**config.mk**
```make
export PLATFORM = sky130hd
export DESIGN_NAME = gray_xcodec
export DESIGN_NICKNAME = d
export VERILOG_FILES = /design/src/rtl/gray_xcodec.sv
export SDC_FILE = /design/constraint.sdc
export NUM_CORES = 1
export LEC_CHECK = 0
export ABC_AREA = 0
export CAP_MARGIN = 5
export CORE_AREA = 2 2 55 57
export DETAILED_ROUTE_END_ITERATION = 8
export DIE_AREA = 0 0 57 59
export DONT_BUFFER_PORTS = 1
export GPL_TIMING_DRIVEN = 0
export PLACE_DENSITY = 0.73
export SLEW_MARGIN = 20
export SYNTH_ARGS = -nofsm -noshare
export SYNTH_HDL_FRONTEND = slang
export SYNTH_SLANG_ARGS = --single-unit
```
**constraint.sdc**
```tcl
create_clock -name clk -period 2 [get_ports clk]
set_input_delay 0.1 -clock clk [delete_from_list [all_inputs] [get_ports clk]]
set_output_delay 0.1 -clock clk [all_outputs]
set_load 0.01 [all_outputs]
```
**src/rtl/gray_xcodec.sv**
```systemverilog
// -----------------------------------------------------------------------------
// gray_xcodec
//   Streaming binary<->Gray transcoder with a two-stage valid/ready pipeline.
//   Each accepted beat carries its own mode, so encode and decode beats can be
//   freely interleaved. The output stage also reports whether the word differs
//   from the previously produced word in exactly one bit (Gray adjacency).
//
// Parameters
//   WIDTH  data width in bits (2..64)
//   CNT_W  width of the completed-beat counter
//
// Ports
//   clk        rising-edge clock
//   rst_n      asynchronous active-low reset
//   mode       0 = binary->Gray encode, 1 = Gray->binary decode (per beat)
//   in_valid   upstream beat valid
//   in_ready   block can accept a beat (combinational from out_ready)
//   in_data    input word
//   out_valid  output beat valid
//   out_ready  downstream accepts the beat
//   out_data   transformed word
//   out_adj    out_data differs from the previous output word in one bit
//   out_first  first output word since reset (no previous word exists)
//   beat_cnt   completed output handshakes, saturating
// -----------------------------------------------------------------------------
module gray_xcodec #(
  parameter int WIDTH = 6,
  parameter int CNT_W = 16
) (
  input  logic             clk,
  input  logic             rst_n,
  input  logic             mode,
  input  logic             in_valid,
  output logic             in_ready,
  input  logic [WIDTH-1:0] in_data,
  output logic             out_valid,
  input  logic             out_ready,
  output logic [WIDTH-1:0] out_data,
  output logic             out_adj,
  output logic             out_first,
  output logic [CNT_W-1:0] beat_cnt
);

  localparam logic [WIDTH-1:0] ONE_W   = WIDTH'(1);
  localparam logic [CNT_W-1:0] ONE_C   = CNT_W'(1);
  localparam logic [CNT_W-1:0] CNT_MAX = {CNT_W{1'b1}};

  // g[i] = b[i] ^ b[i+1]; the MSB passes straight through.
  function automatic logic [WIDTH-1:0] bin2gray(input logic [WIDTH-1:0] b);
    logic [WIDTH-1:0] g;
    g[WIDTH-1] = b[WIDTH-1];
    for (int i = 0; i < WIDTH-1; i++) begin
      g[i] = b[i] ^ b[i+1];
    end
    return g;
  endfunction

  // Prefix XOR running down from the MSB.
  function automatic logic [WIDTH-1:0] gray2bin(input logic [WIDTH-1:0] g);
    logic [WIDTH-1:0] b;
    b[WIDTH-1] = g[WIDTH-1];
    for (int i = WIDTH-2; i >= 0; i--) begin
      b[i] = b[i+1] ^ g[i];
    end
    return b;
  endfunction

  // True when exactly one bit is set: nonzero and clearing the lowest set
  // bit leaves nothing behind.
  function automatic logic is_onehot(input logic [WIDTH-1:0] x);
    return (x != '0) && ((x & (x - ONE_W)) == '0);
  endfunction

  logic             vld_p1_q,   vld_p1_d;
  logic [WIDTH-1:0] data_p1_q,  data_p1_d;
  logic             vld_p2_q,   vld_p2_d;
  logic [WIDTH-1:0] data_p2_q,  data_p2_d;
  logic             adj_p2_q,   adj_p2_d;
  logic             first_p2_q, first_p2_d;
  logic [WIDTH-1:0] prev_q,     prev_d;
  logic             have_prev_q, have_prev_d;
  logic [CNT_W-1:0] beat_cnt_q, beat_cnt_d;

  logic s2_load;
  logic s1_load;
  logic accept;
  logic complete;

  always_comb begin
    s2_load  = !vld_p2_q || out_ready;
    s1_load  = !vld_p1_q || s2_load;
    accept   = in_valid && s1_load;
    complete = vld_p2_q && out_ready;

    vld_p1_d    = vld_p1_q;
    data_p1_d   = data_p1_q;
    vld_p2_d    = vld_p2_q;
    data_p2_d   = data_p2_q;
    adj_p2_d    = adj_p2_q;
    first_p2_d  = first_p2_q;
    prev_d      = prev_q;
    have_prev_d = have_prev_q;
    beat_cnt_d  = beat_cnt_q;

    // Stage 1: transform on acceptance; data only moves with a real beat.
    if (s1_load) begin
      vld_p1_d = accept;
      if (accept) begin
        data_p1_d = mode ? gray2bin(in_data) : bin2gray(in_data);
      end
    end

    // Stage 2: output word plus adjacency flags against the last loaded word.
    if (s2_load) begin
      vld_p2_d = vld_p1_q;
      if (vld_p1_q) begin
        data_p2_d   = data_p1_q;
        adj_p2_d    = have_prev_q && is_onehot(data_p1_q ^ prev_q);
        first_p2_d  = !have_prev_q;
        prev_d      = data_p1_q;
        have_prev_d = 1'b1;
      end
    end

    if (complete && (beat_cnt_q != CNT_MAX)) begin
      beat_cnt_d = beat_cnt_q + ONE_C;
    end
  end

  always_ff @(posedge clk or negedge rst_n) begin
    if (!rst_n) begin
      vld_p1_q    <= 1'b0;
      vld_p2_q    <= 1'b0;
      data_p2_q   <= '0;
      adj_p2_q    <= 1'b0;
      first_p2_q  <= 1'b0;
      prev_q      <= '0;
      have_prev_q <= 1'b0;
      beat_cnt_q  <= '0;
    end else begin
      vld_p1_q    <= vld_p1_d;
      vld_p2_q    <= vld_p2_d;
      data_p2_q   <= data_p2_d;
      adj_p2_q    <= adj_p2_d;
      first_p2_q  <= first_p2_d;
      prev_q      <= prev_d;
      have_prev_q <= have_prev_d;
      beat_cnt_q  <= beat_cnt_d;
    end
  end

  // Stage-1 payload is qualified by vld_p1_q, so it needs no reset.
  always_ff @(posedge clk) begin
    data_p1_q <= data_p1_d;
  end

  assign in_ready  = s1_load;
  assign out_valid = vld_p2_q;
  assign out_data  = data_p2_q;
  assign out_adj   = adj_p2_q;
  assign out_first = first_p2_q;
  assign beat_cnt  = beat_cnt_q;

endmodule

```
==> results of run 1 <==
-- worst min-delay path by stage --
stage,slack [ns],to
finish,0.03,data_p1_q[0]
global route,0.02,data_p1_q[0]
CTS,0.03,data_p1_q[1]
detailed placement,-0.19,prev_q[1]
global placement,-0.19,prev_q[1]
floorplan,-0.20,beat_cnt[0]
-- cells in the final DEF (no fill, tap or decap), types with 3 or more instances in the layout --
cell type / count
dfrtp_1: 27
xor2_1: 22
nand2_1: 12
xnor2_1: 10
nor2_1: 7
nand3_1: 6
edfxtp_1: 6
mux2_1: 5
clkbuf_4: 5
and3_1: 4
nand2b_1: 4
dlygate4sd3_1: 4
nand4_1: 3
-- per-layer routing --
metal	vias up	global-route usage [%]	share of wire, %
li1	484	-	-
met1	483	22.8	42
met2	30	29.9	49
met3	6	8.73	6.8
met4	0	6.98	1.7
met5	-	0	0
-- power by group through the flow --
stage          Clock (mW)  Sequential (mW)  Combinational [mW]
6_report            0.520            0.974               0.312
3_3_place_gp            0            0.981               0.275
5_1_grt             0.567            0.995               0.363
3_5_place_dp            0            0.990               0.292
4_1_cts             0.530            0.976               0.316
2_1_floorplan           0            0.952               0.250
-- final cells by class --
cell class              instances  area, um^2  share of cell area (%)
clock inverters                 1        30.0                    1.69
well taps                      31        38.8                    2.19
multi-input cells              97         719                    40.6
inverters                       2        7.51                   0.424
flip-flops and latches         33         856                    48.3
plain buffers                   1        5.00                   0.282
clock buffers                   7        55.1                    3.11
repair buffers                  5        60.1                    3.39
-- sequential cells by signal, indices dropped and copies added (netlist names) --
register,count
data_p1_q,6
have_prev_q,1
out_valid,1
vld_p1_q,1
prev_q,6
out_adj,1
out_first,1
beat_cnt,16
-- kinds of logic after synthesis --
group	Yosys count	synth area share [%]
flops	33	53.9
xor+xnor	32	17.7
mux	7	4.96
fa+ha+maj	1	0.788
simple gates	49	17.1
compound gates	8	4.81
buf+inv	3	0.788
-- timing repair --
item,in CTS,in global routing
hold buffers,5,0
endpoints found under the hold margin,30,0
setup endpoints to repair,0,0
-- metrics by stage --
step	instances	hold WS, ns	util (%)	setup WS, ns	area [um^2]
final	177	0.0304	65.4	0.339	1770
after global routing	177	0.0234	65.4	0.225	1770
after CTS	177	0.0259	65.4	0.347	1770
after detailed placement	164	-0.195	60.0	0.367	1630
after global placement	164	-0.195	60.0	0.405	1630
after floorplan	133	-0.196	-	0.494	1590
==> impl_summary.md, run 1 <==
Status
The flow ran to the end, and the final reports show no timing, DRC or antenna violations.

GRT
After global routing the overflow that remains totals 0. The via count of the first global-routing pass is slightly above 1,000. The initial antenna violation count is 0. Global routing used 18.9% of the available tracks. The first global-routing pass estimated between 4 and 5 mm of wire. Entering global routing, the biggest net connects 28 pins.

Floorplan
The initial core utilization is 58.6%. The die is 59 um tall. The width of the die is ~57 um.

The area inside the core boundary is around 2700 um^2. The area enclosed by the die boundary is roughly 3400 um^2. The row count is 19. For this design the top-level I/O count stands at 37.

STA
The achievable clock frequency is about 600 MHz. The final setup skew is ~0.011 ns. The number of slew-limit violations in the final report was 0. The final count of hold timing violations is 0.

Of the available clock period, the critical path in the final layout requires between 80% and 90%. Subtracting the final worst setup slack from the clock period gives approximately 1.7 ns. At the pin with the least slew margin, the transition time is ~0.34 ns. Setup repair after global routing left no endpoint under its margin. The worst slew margin relative to its limit is between 70% and 80%. Adding up every negative setup slack in the final design gives 0 ns. Setup violations remaining at the end of the flow were counted as 0.

Synth
Yosys mapped a number of flops with a built-in enable equal to 6. By instance count, the leading cell after synthesis is dfrtp_1. For this run, the register share of the synthesized area comes to 53.9%. The net count after synthesis is about 150.

Summed over all instances, the cell type with the most area after synthesis is dfrtp_1. The share of flip-flops with an asynchronous set or reset is roughly 80%. Synthesis inferred 33 register bits. In the synthesized netlist the dominant register cell turns out to be dfrtp_1.

The cell count after synthesis is 133. The number of different library cells used by synthesis comes to 33. The synthesis warning total is 0. Ranked by total cell area, the synthesized netlist is headed by dfrtp_1 43%, xor2_1 12%, edfxtp_1 11%. The mapped netlist covers around 1600 um^2. The top cell type by area accounts for 42.6% of the synthesized area. By count the netlist is led by 27 x dfrtp_1, 22 x xor2_1, 12 x nand2_1, 10 x xnor2_1, 7 x nor2_1. Each instance of the synthesized netlist takes up on average around 12 um^2.

Power and ir drop
The switching power is 0.552 mW. The reported leakage power is 0.780 nW. Combinational cells account for 17.3% of the total power. The part of the total power dissipated in sequential elements is 53.9%. The fraction of power consumed by the clock network is roughly 29%. The internal portion of the total power is between 1 and 1.5 mW. Overall power consumption after layout is estimated at 1.81 mW. The largest voltage drop on the vdd net is a little over 900 uV. Dividing total power by cell area gives a power density of between 1000 and 1500 nW/um^2.

Net switching is between 30% and 40% of the power.

Critical path
For this run, the slowest stage of the critical path takes 0.47 ns. The category of the worst setup path capture point is a flip-flop. The critical path goes through ha_1, and3_4, a21oi_4, and4_1, xor2_1. The timing endpoint of the critical path is beat_cnt[4]. The worst path arrival time is about 1.9 ns. The worst setup path is launched from a flip-flop.

Grouping stages by cell kind, the critical path spends the most delay in flip-flops. The category of the most critical setup path is reg -> reg. In this run the worst path has a maximum fanout of 7. The worst register-to-register path has a setup slack of ~0.34 ns. The endpoint identified for the worst register-to-register timing path is beat_cnt[4]. The number of cells on the worst reg-to-reg path is 5. The startpoint of the most critical setup path is beat_cnt[0].

The largest individual stage delay along the critical path comes from the cell dfrtp_1. The number of buffers and inverters on the critical path is 0. Data on the critical path is required at its endpoint by 2.26 ns. The critical path depth in cells is 5. The startpoint identified for the worst register-to-register timing path is beat_cnt[0].

Job
The total of max-cap violations is 0.

Layout
The layout-stage area growth over the synthesis result is 11.6%. The final layout contains ~160 nets. The post-route netlist has a little under an eighth of its cells at a drive strength greater than 1. The filler cells instantiated in the layout total 221. The number of diodes is 0.

Route
The vias after detailed routing is 1,003. The number of nets with antenna violations after detailed routing is 0. The number of remaining DRC errors is 0. In the final routed layout, each cell accounts on average for roughly 15 um. The number of iterations in the first detailed-routing pass is 4. The number of vias per cell is 5.67. The initial DRC count is 24. The total detailed-routing wirelength is between 2 and 3 mm.

Clock network
The number of clock buffers inserted by TritonCTS is 5. Clock-pin slew was measured on the worst setup and hold paths at approximately 0.1 ns. The clock reaches the later pin of the worst-skew pair after 0.33 ns. In this run the clock root is driven by a clkbuf_4.

Counting every sink on the clock net gives 33. The maximum clock insertion buffer count is 2. TritonCTS built the clock tree.

The post-cts repair resize count is 0. The number of buffers added for setup after CTS is 0. The H-tree was split into 2 levels.

Place
Buffers placed on the I/O ports in this run total 0. The global placement routability congestion is around 0.8. The wire-length estimate of the detail-placed layout is between 1.5 and 2 mm.

Min path
The tightest min-delay check is of the in -> reg type. The worst hold path was traced through 2 stages. The worst min-delay path startpoint is mode.
Note: power is estimated with default switching activity, not from simulation.
==> run 2: changes to the inputs <==
--- a/config.mk
+++ b/config.mk
@@ -7,12 +7,12 @@
 export LEC_CHECK = 0
 export ABC_AREA = 0
 export CAP_MARGIN = 5
-export CORE_AREA = 2 2 55 57
+export CORE_AREA = 2 2 57 59
 export DETAILED_ROUTE_END_ITERATION = 8
-export DIE_AREA = 0 0 57 59
+export DIE_AREA = 0 0 59 61
 export DONT_BUFFER_PORTS = 1
 export GPL_TIMING_DRIVEN = 0
-export PLACE_DENSITY = 0.73
+export PLACE_DENSITY = 0.71
 export SLEW_MARGIN = 20
 export SYNTH_ARGS = -nofsm -noshare
 export SYNTH_HDL_FRONTEND = slang
==> constraint.sdc (replaced) <==
create_clock -name clk -period 1.4 [get_ports clk]
set_input_delay 0.07 -clock clk [delete_from_list [all_inputs] [get_ports clk]]
set_output_delay 0.07 -clock clk [all_outputs]
set_load 0.01 [all_outputs]
==> impl_summary.md, run 2 (same netlist as run 1, synthesis figures left out) <==
Status
The flow ran to the end, but the final reports show violations. The checks that failed: negative setup slack.

Route
The average detailed-routed wire length per instance is 15.0 um (-1.6%). The number of vias per cell was 5.57 (-1.7%). The total detailed-routing wirelength is 2.84 mm (+5.1%).

The number of nets with antenna violations after detailed routing is 0 (unchanged). The initial DRC count is 36 (+50%). The vias after detailed routing is 1,053 (+5.0%). The number of remaining DRC errors is 0 (unchanged). The number of iterations in the first detailed-routing pass came to 4 (unchanged).

Critical path
The cell class contributing the biggest share of worst-path delay is flip-flops. The combined buffer and inverter count along the critical path came to 1 (+1). The register-to-register setup slack came to -0.14 ns (-0.48 ns). The number of cells on the worst reg-to-reg path came to 5 (unchanged). The required time of the worst setup path came to 1.62 ns (-0.64 ns). Walking the worst path, the cells encountered are nand4_1, buf_4, nor3_4, a21oi_4, mux2_1. The worst stage delay on the critical path is 0.46 ns (about the same). The category of the worst setup path capture point is a flip-flop. The maximum fanout along the worst path was 6 (-1). The worst path arrival time is 1.77 ns (-0.15 ns). The critical path depth in cells came to 5 (unchanged). The setup path with the least slack is of type reg -> reg. The slowest stage of the critical path is the dfrtp_2 cell. The worst setup path is launched from a flip-flop.

Clock network
The insertion delay of the later-clocked pin in the worst-skew pair is 0.33 ns (about the same). The clock transition at the registers of the reported paths is 0.10 ns (about the same). The total number of clock tree sinks is 33 (unchanged). The maximum clock insertion buffer count is 2 (unchanged). The library cell used as clock root buffer is clkbuf_4. The number of clock buffers inserted by TritonCTS is 5 (unchanged). The number of H-tree branching levels came to 2 (unchanged). TritonCTS built the clock tree.

STA
The setup TNS after final layout is -1.06 ns (-1.06 ns). The minimum hold slack is 0.0197 ns (-0.0107 ns). The smallest setup slack after layout is -0.143 ns (-0.483 ns). The setup violation total in the final timing report was 14 (+14). The number of slew-limit violations in the final report came to 0 (unchanged).

The time the final worst path needs with I/O delays and setup was 1.54 ns (-0.117 ns). The worst slew margin relative to its limit is 74.7% (-2.3 points). The final setup skew is 0.0117 ns (+0.000303 ns).

Setup repair after global routing could not meet its margin everywhere. The achievable clock frequency was 648 MHz (+7.6%). The final count of hold timing violations is 0 (unchanged). The pin slew with the least headroom to its limit came to 0.378 ns (+0.0348 ns).

The part of the cycle the worst path needs is 110% (+27 points).

Floorplan
The row count is 20 (+1). The initial core utilization is 53.8% (-4.8 points). The die span in y is 61 um (+3.4%). The area inside the core boundary is 2950 um^2 (+9.0%). The area enclosed by the die boundary is 3600 um^2 (+7.0%).

The width of the die is 59 um (+3.5%). The number of top-level pins was 37 (unchanged).

Layout
In the layout the commonest cells are 18 x xor2_1, 18 x dfrtp_2, 10 x xnor2_1. The share of cells above drive strength 1 was 40.4% (+29 points). The final-stage net count is 167 (+6.4%).

From synthesis to final layout, the design area changed by 25.8%. The number of diodes is 0 (unchanged). The flip-flop count of the largest register, all copies and words added is 16 (unchanged). The final non-filler cell total is 189 (+6.8%).

Power and ir drop
The reported leakage power is 0.844 nW (+8.2%). The power density over the cells is 1300 nW/um^2 (+27%). The total power of the final layout came to 2.59 mW (+43%).

The largest voltage drop on the vdd net is 740 uV (-21%).

Job
The total of max-cap violations is 0 (unchanged).

Place
The setup slack at placement is -0.201 ns (-0.568 ns). The count of buffers from port buffering is 0 (unchanged). The global placement routability congestion was 0.724 (-8.7%). The HPWL after detailed placement came to 2.00 mm (+2.1%). The count of placed standard cells including taps was 166 (+1.2%).

GRT
The global-route usage over all layers is 18.2% (-0.70 points). The first-pass GRT wire length was 4.71 mm (-1.0%). The via count of the first global-routing pass is 1,086 (+4.8%).

The total global routing overflow is 0 (unchanged). The pin count of the biggest net entering global routing is 28 (unchanged). The initial antenna violation count is 0 (unchanged).

Min path
The tightest min-delay check is of the in -> reg type. The cell count of the worst hold path is 2 (unchanged).
-- run 2: cell types whose count changed in the layout (fill, tap and decap cells not counted), moves of 3 or more --
cell / change
dfrtp_1: -18
dfrtp_2: +18
buf_4: +8
xor2_1: -4
xor2_2: +4
and3_1: -3
and3_4: +3
nand2_1: -3
nand2_2: +3
-- run 2: worst paths after layout --
path / startpoint / endpoint
worst min-delay path: out_ready / vld_p1_q
worst max-delay path: beat_cnt[6] / beat_cnt[1]
worst max register to register: beat_cnt[6] / beat_cnt[1]
min in group asynchronous: rst_n / beat_cnt[14]
max in group asynchronous: rst_n / beat_cnt[11]
worst min register to register: have_prev_q / out_first
-- run 2: report_power, final --
part	internal, mW	switching (mW)
combinational	0.290	0.244
clock	0.291	0.313
sequential	1.17	0.283
-- run 2: area by class of cell --
| cell class | instances | area (um^2) |
|---|---|---|
| flip-flops and latches | 33 | 878 |
| multi-input cells | 97 | 852 |
| fillers | 224 | 956 |
| well taps | 33 | 41.3 |
| clock inverters | 1 | 5.00 |
| inverters | 2 | 7.51 |
| clock buffers | 7 | 65.1 |
| plain buffers | 1 | 7.51 |
| repair buffers | 15 | 140 |
-- run 2: metal layers --
metal  vias to the layer above  GRT usage (%)  wire length (um)
met4                         0           6.82                43
met2                        35           30.3              1440
li1                        501              -                 -
met1                       511           20.9              1160
met5                         -              0                 0
met3                         6           7.89               198
-- run 2: repair_timing --
action	CTS	global route
gates resized for setup	23	14
setup endpoints to repair	14	22
endpoints found under the hold margin	32	1
setup buffers	5	3
hold buffers	6	1
pin swaps	13	13
-- run 2: stage by stage --
step | cell area [um^2] | util, %
CTS | 1900 | 64.4
global placement | 1650 | 56.0
finish | 2000 | 67.6
floorplan | 1610 | -
detailed placement | 1650 | 56.0
global route | 2000 | 67.6
==> run 3: changes to the inputs <==
--- a/config.mk
+++ b/config.mk
@@ -7,12 +7,11 @@
 export LEC_CHECK = 0
 export ABC_AREA = 0
 export CAP_MARGIN = 5
-export CORE_AREA = 2 2 57 59
+export CORE_AREA = 2 2 76 78
 export DETAILED_ROUTE_END_ITERATION = 8
-export DIE_AREA = 0 0 59 61
+export DIE_AREA = 0 0 78 80
 export DONT_BUFFER_PORTS = 1
 export GPL_TIMING_DRIVEN = 0
-export PLACE_DENSITY = 0.71
 export SLEW_MARGIN = 20
 export SYNTH_ARGS = -nofsm -noshare
 export SYNTH_HDL_FRONTEND = slang
==> impl_summary.md, run 3 (same netlist as run 1, synthesis figures left out) <==
Status
The flow ran to the end, but the final reports show violations. The final reports fail on negative setup slack.

Critical path
The worst setup path is captured at a flip-flop. STA classifies the critical path startpoint as a flip-flop. The critical path ends at beat_cnt[4].

The number of cells on the worst reg-to-reg path was 5 (unchanged). The maximum fanout along the worst path came to 7 (+1). The critical path in this run is classified as reg -> reg. The required time of the worst setup path is 1.60 ns (-0.02 ns). In this run the critical register-to-register path is captured at beat_cnt[4].

The worst path arrival time is 1.73 ns (-0.04 ns). Tracing the worst setup path back leads to its startpoint at beat_cnt[0]. The register-to-register setup slack is -0.14 ns (about the same). The source of the worst register-to-register timing path is beat_cnt[0].

Layout
The final-stage net count is 162 (-3.0%). The flip-flop count of the largest register, all copies and words added is 16 (unchanged). The number of diodes is 0 (unchanged). The share of cells above drive strength 1 is 36.4% (-4.0 points). The top cell types in the final layout, fill and taps aside, are 20 x xor2_1, 20 x dfrtp_2, 11 x nand2_1. Relative to the synthesized area, the layout overhead comes to 24.7%.

Min path
The cell count of the worst hold path is 2 (unchanged). The tightest min-delay check is of the in -> reg type.

Clock network
The number of clock buffers inserted by TritonCTS came to 5 (unchanged). The number of H-tree branching levels was 2 (unchanged). The total number of clock tree sinks is 33 (unchanged).

The CTS tree is yes. CTS placed an instance of clkbuf_8 at the clock tree root. The clock transition at the registers of the reported paths is 0.07 ns (-0.03 ns). The maximum clock insertion buffer count came to 2 (unchanged). The insertion delay of the later-clocked pin in the worst-skew pair came to 0.28 ns (-0.05 ns).

Power and ir drop
The reported leakage power is 0.813 nW (-3.6%). The switching share of power is 32.6% (+0.14 points). The part of the total power dissipated in sequential elements is 54.4% (-1.6 points). The switching power is 0.878 mW (+4.4%). The fraction of power consumed by the clock network is 24.9% (+1.5 points).

The largest voltage drop on the vdd net is 598 uV (-19%). The power density over the cells is 1360 nW/um^2 (+4.8%). The portion of total power attributed to combinational logic is 20.7% (about the same). The internal power came to 1.81 mW (+3.8%).

Route
The number of remaining DRC errors is 0 (unchanged). The number of vias per cell is 4.65 (-16%). The initial DRC count was 33 (-8.3%). The total detailed-routing wirelength is 3.23 mm (+14%). The number of nets with antenna violations after detailed routing is 0 (unchanged). The average detailed-routed wire length per instance came to 14.5 um (-3.6%).

The number of iterations in the first detailed-routing pass is 4 (unchanged). The vias after detailed routing is 1,038 (-1.4%).

Place
The count of buffers from port buffering came to 0 (unchanged). The setup slack at placement is -0.186 ns (+0.0157 ns). The global placement routability congestion came to 0.824 (+14%). The HPWL after detailed placement is 2.27 mm (+13%).

STA
The worst slew margin relative to its limit is 75.1% (+0.43 points). The final count of hold timing violations is 0 (unchanged). The pin slew with the least headroom to its limit is 0.372 ns (-0.00645 ns). The smallest setup slack after layout came to -0.135 ns (+0.00803 ns).

The final setup skew is 0.00460 ns (-0.00711 ns). The time the final worst path needs with I/O delays and setup is 1.54 ns (-0.00803 ns). The achievable clock frequency was 651 MHz (+0.52%). The part of the cycle the worst path needs is 110% (-0.57 points). Setup repair after global routing could not meet its margin everywhere. The minimum hold slack was 0.0523 ns (+0.0326 ns).

The setup violation total in the final timing report came to 15 (+1). The number of slew-limit violations in the final report was 0 (unchanged).

GRT
The total global routing overflow came to 0 (unchanged). The first-pass GRT wire length came to 5.46 mm (+16%). The via count of the first global-routing pass is 1,120 (+3.1%). The pin count of the biggest net entering global routing is 28 (unchanged). The initial antenna violation count came to 0 (unchanged). The global-route usage over all layers is 11.2% (-7.0 points).

Job
The total of max-cap violations is 0 (unchanged).

Floorplan
The initial core utilization came to 29.4% (-24 points). The area enclosed by the die boundary is 6240 um^2 (+73%). The width of the die is 78 um (+32%). The die span in y was 80 um (+31%). The row count is 27 (+35%). The number of top-level pins came to 37 (unchanged). The area inside the core boundary is 5410 um^2 (+83%).
-- run 3: changes by cell type in the layout (fill, tap and decap cells not counted), sizes merged --
cell         change
clkbuf           -2
dlygate4sd3      -2
buf              -3
clkinv           +2
-- run 3: worst min path at each step --
| stage | startpoint | end | slack [ns] |
|---|---|---|---|
| 3_5_place_dp | rst_n | beat_cnt[15] | -0.23 |
| 4_1_cts | in_data[5] | data_p1_q[3] | 0.05 |
| 5_1_grt | in_data[5] | data_p1_q[3] | 0.04 |
| 6_report | in_data[5] | data_p1_q[3] | 0.05 |
| 3_3_place_gp | rst_n | beat_cnt[15] | -0.23 |
| 2_1_floorplan | rst_n | beat_cnt[0] | -0.23 |
-- run 3: timing repair --
| item | 4_1_cts | 5_1_grt |
|---|---|---|
| pin swaps | 16 | 7 |
| hold endpoints to repair | 30 | 0 |
| endpoints found under the setup margin | 15 | 28 |
| buffers inserted | 4 | 1 |
| gates resized for setup | 27 | 5 |
| hold buffers | 5 | 0 |
-- run 3: worst max-delay path, stage by stage (launching register included) --
cell and delay [ns]:
dfrtp_2 0.47, ha_4 0.19, and3_4 0.18, a21oi_4 0.22, and4_1 0.24, xor2_1 0.15
-- run 3: metrics by stage --
stage / setup TNS [ns] / area, um^2 / power [mW] / std cells / util [%]
3_3_place_gp: -1.04 / 1700 / 1.82 / 205 / 31.5
4_1_cts: -0.954 / 1960 / 2.69 / 222 / 36.3
3_5_place_dp: -1.59 / 1700 / 1.86 / 205 / 31.5
6_report: -0.985 / 1980 / 2.69 / 223 / 36.6
5_1_grt: -2.20 / 1980 / 2.88 / 223 / 36.6
2_1_floorplan: -0.142 / 1610 / 1.73 / 133 / -
-- run 3: layer usage --
layer,track usage (%),vias to the layer above,wire [um]
li1,-,491,-
met1,11.0,500,1160
met2,19.9,39,1680
met3,6.22,8,345
met4,4.04,0,47
met5,0,-,0
-- run 3: cell type report --
type                    count  area (um^2)
flip-flops and latches     33          881
inverters                   2         7.51
clock inverters             3         12.5
well taps                  72         90.1
repair buffers             10         97.6
fillers                   539         3420
plain buffers               1         7.51
multi-input cells          97          816
clock buffers               5         68.8
-- run 3: power by group through the flow --
stage	sequential [mW]	clock (mW)	combinational, mW
floorplan	1.36	0	0.364
global placement	1.41	0	0.403
detailed placement	1.43	0	0.428
CTS	1.46	0.698	0.530
global route	1.50	0.748	0.632
finish	1.46	0.670	0.556
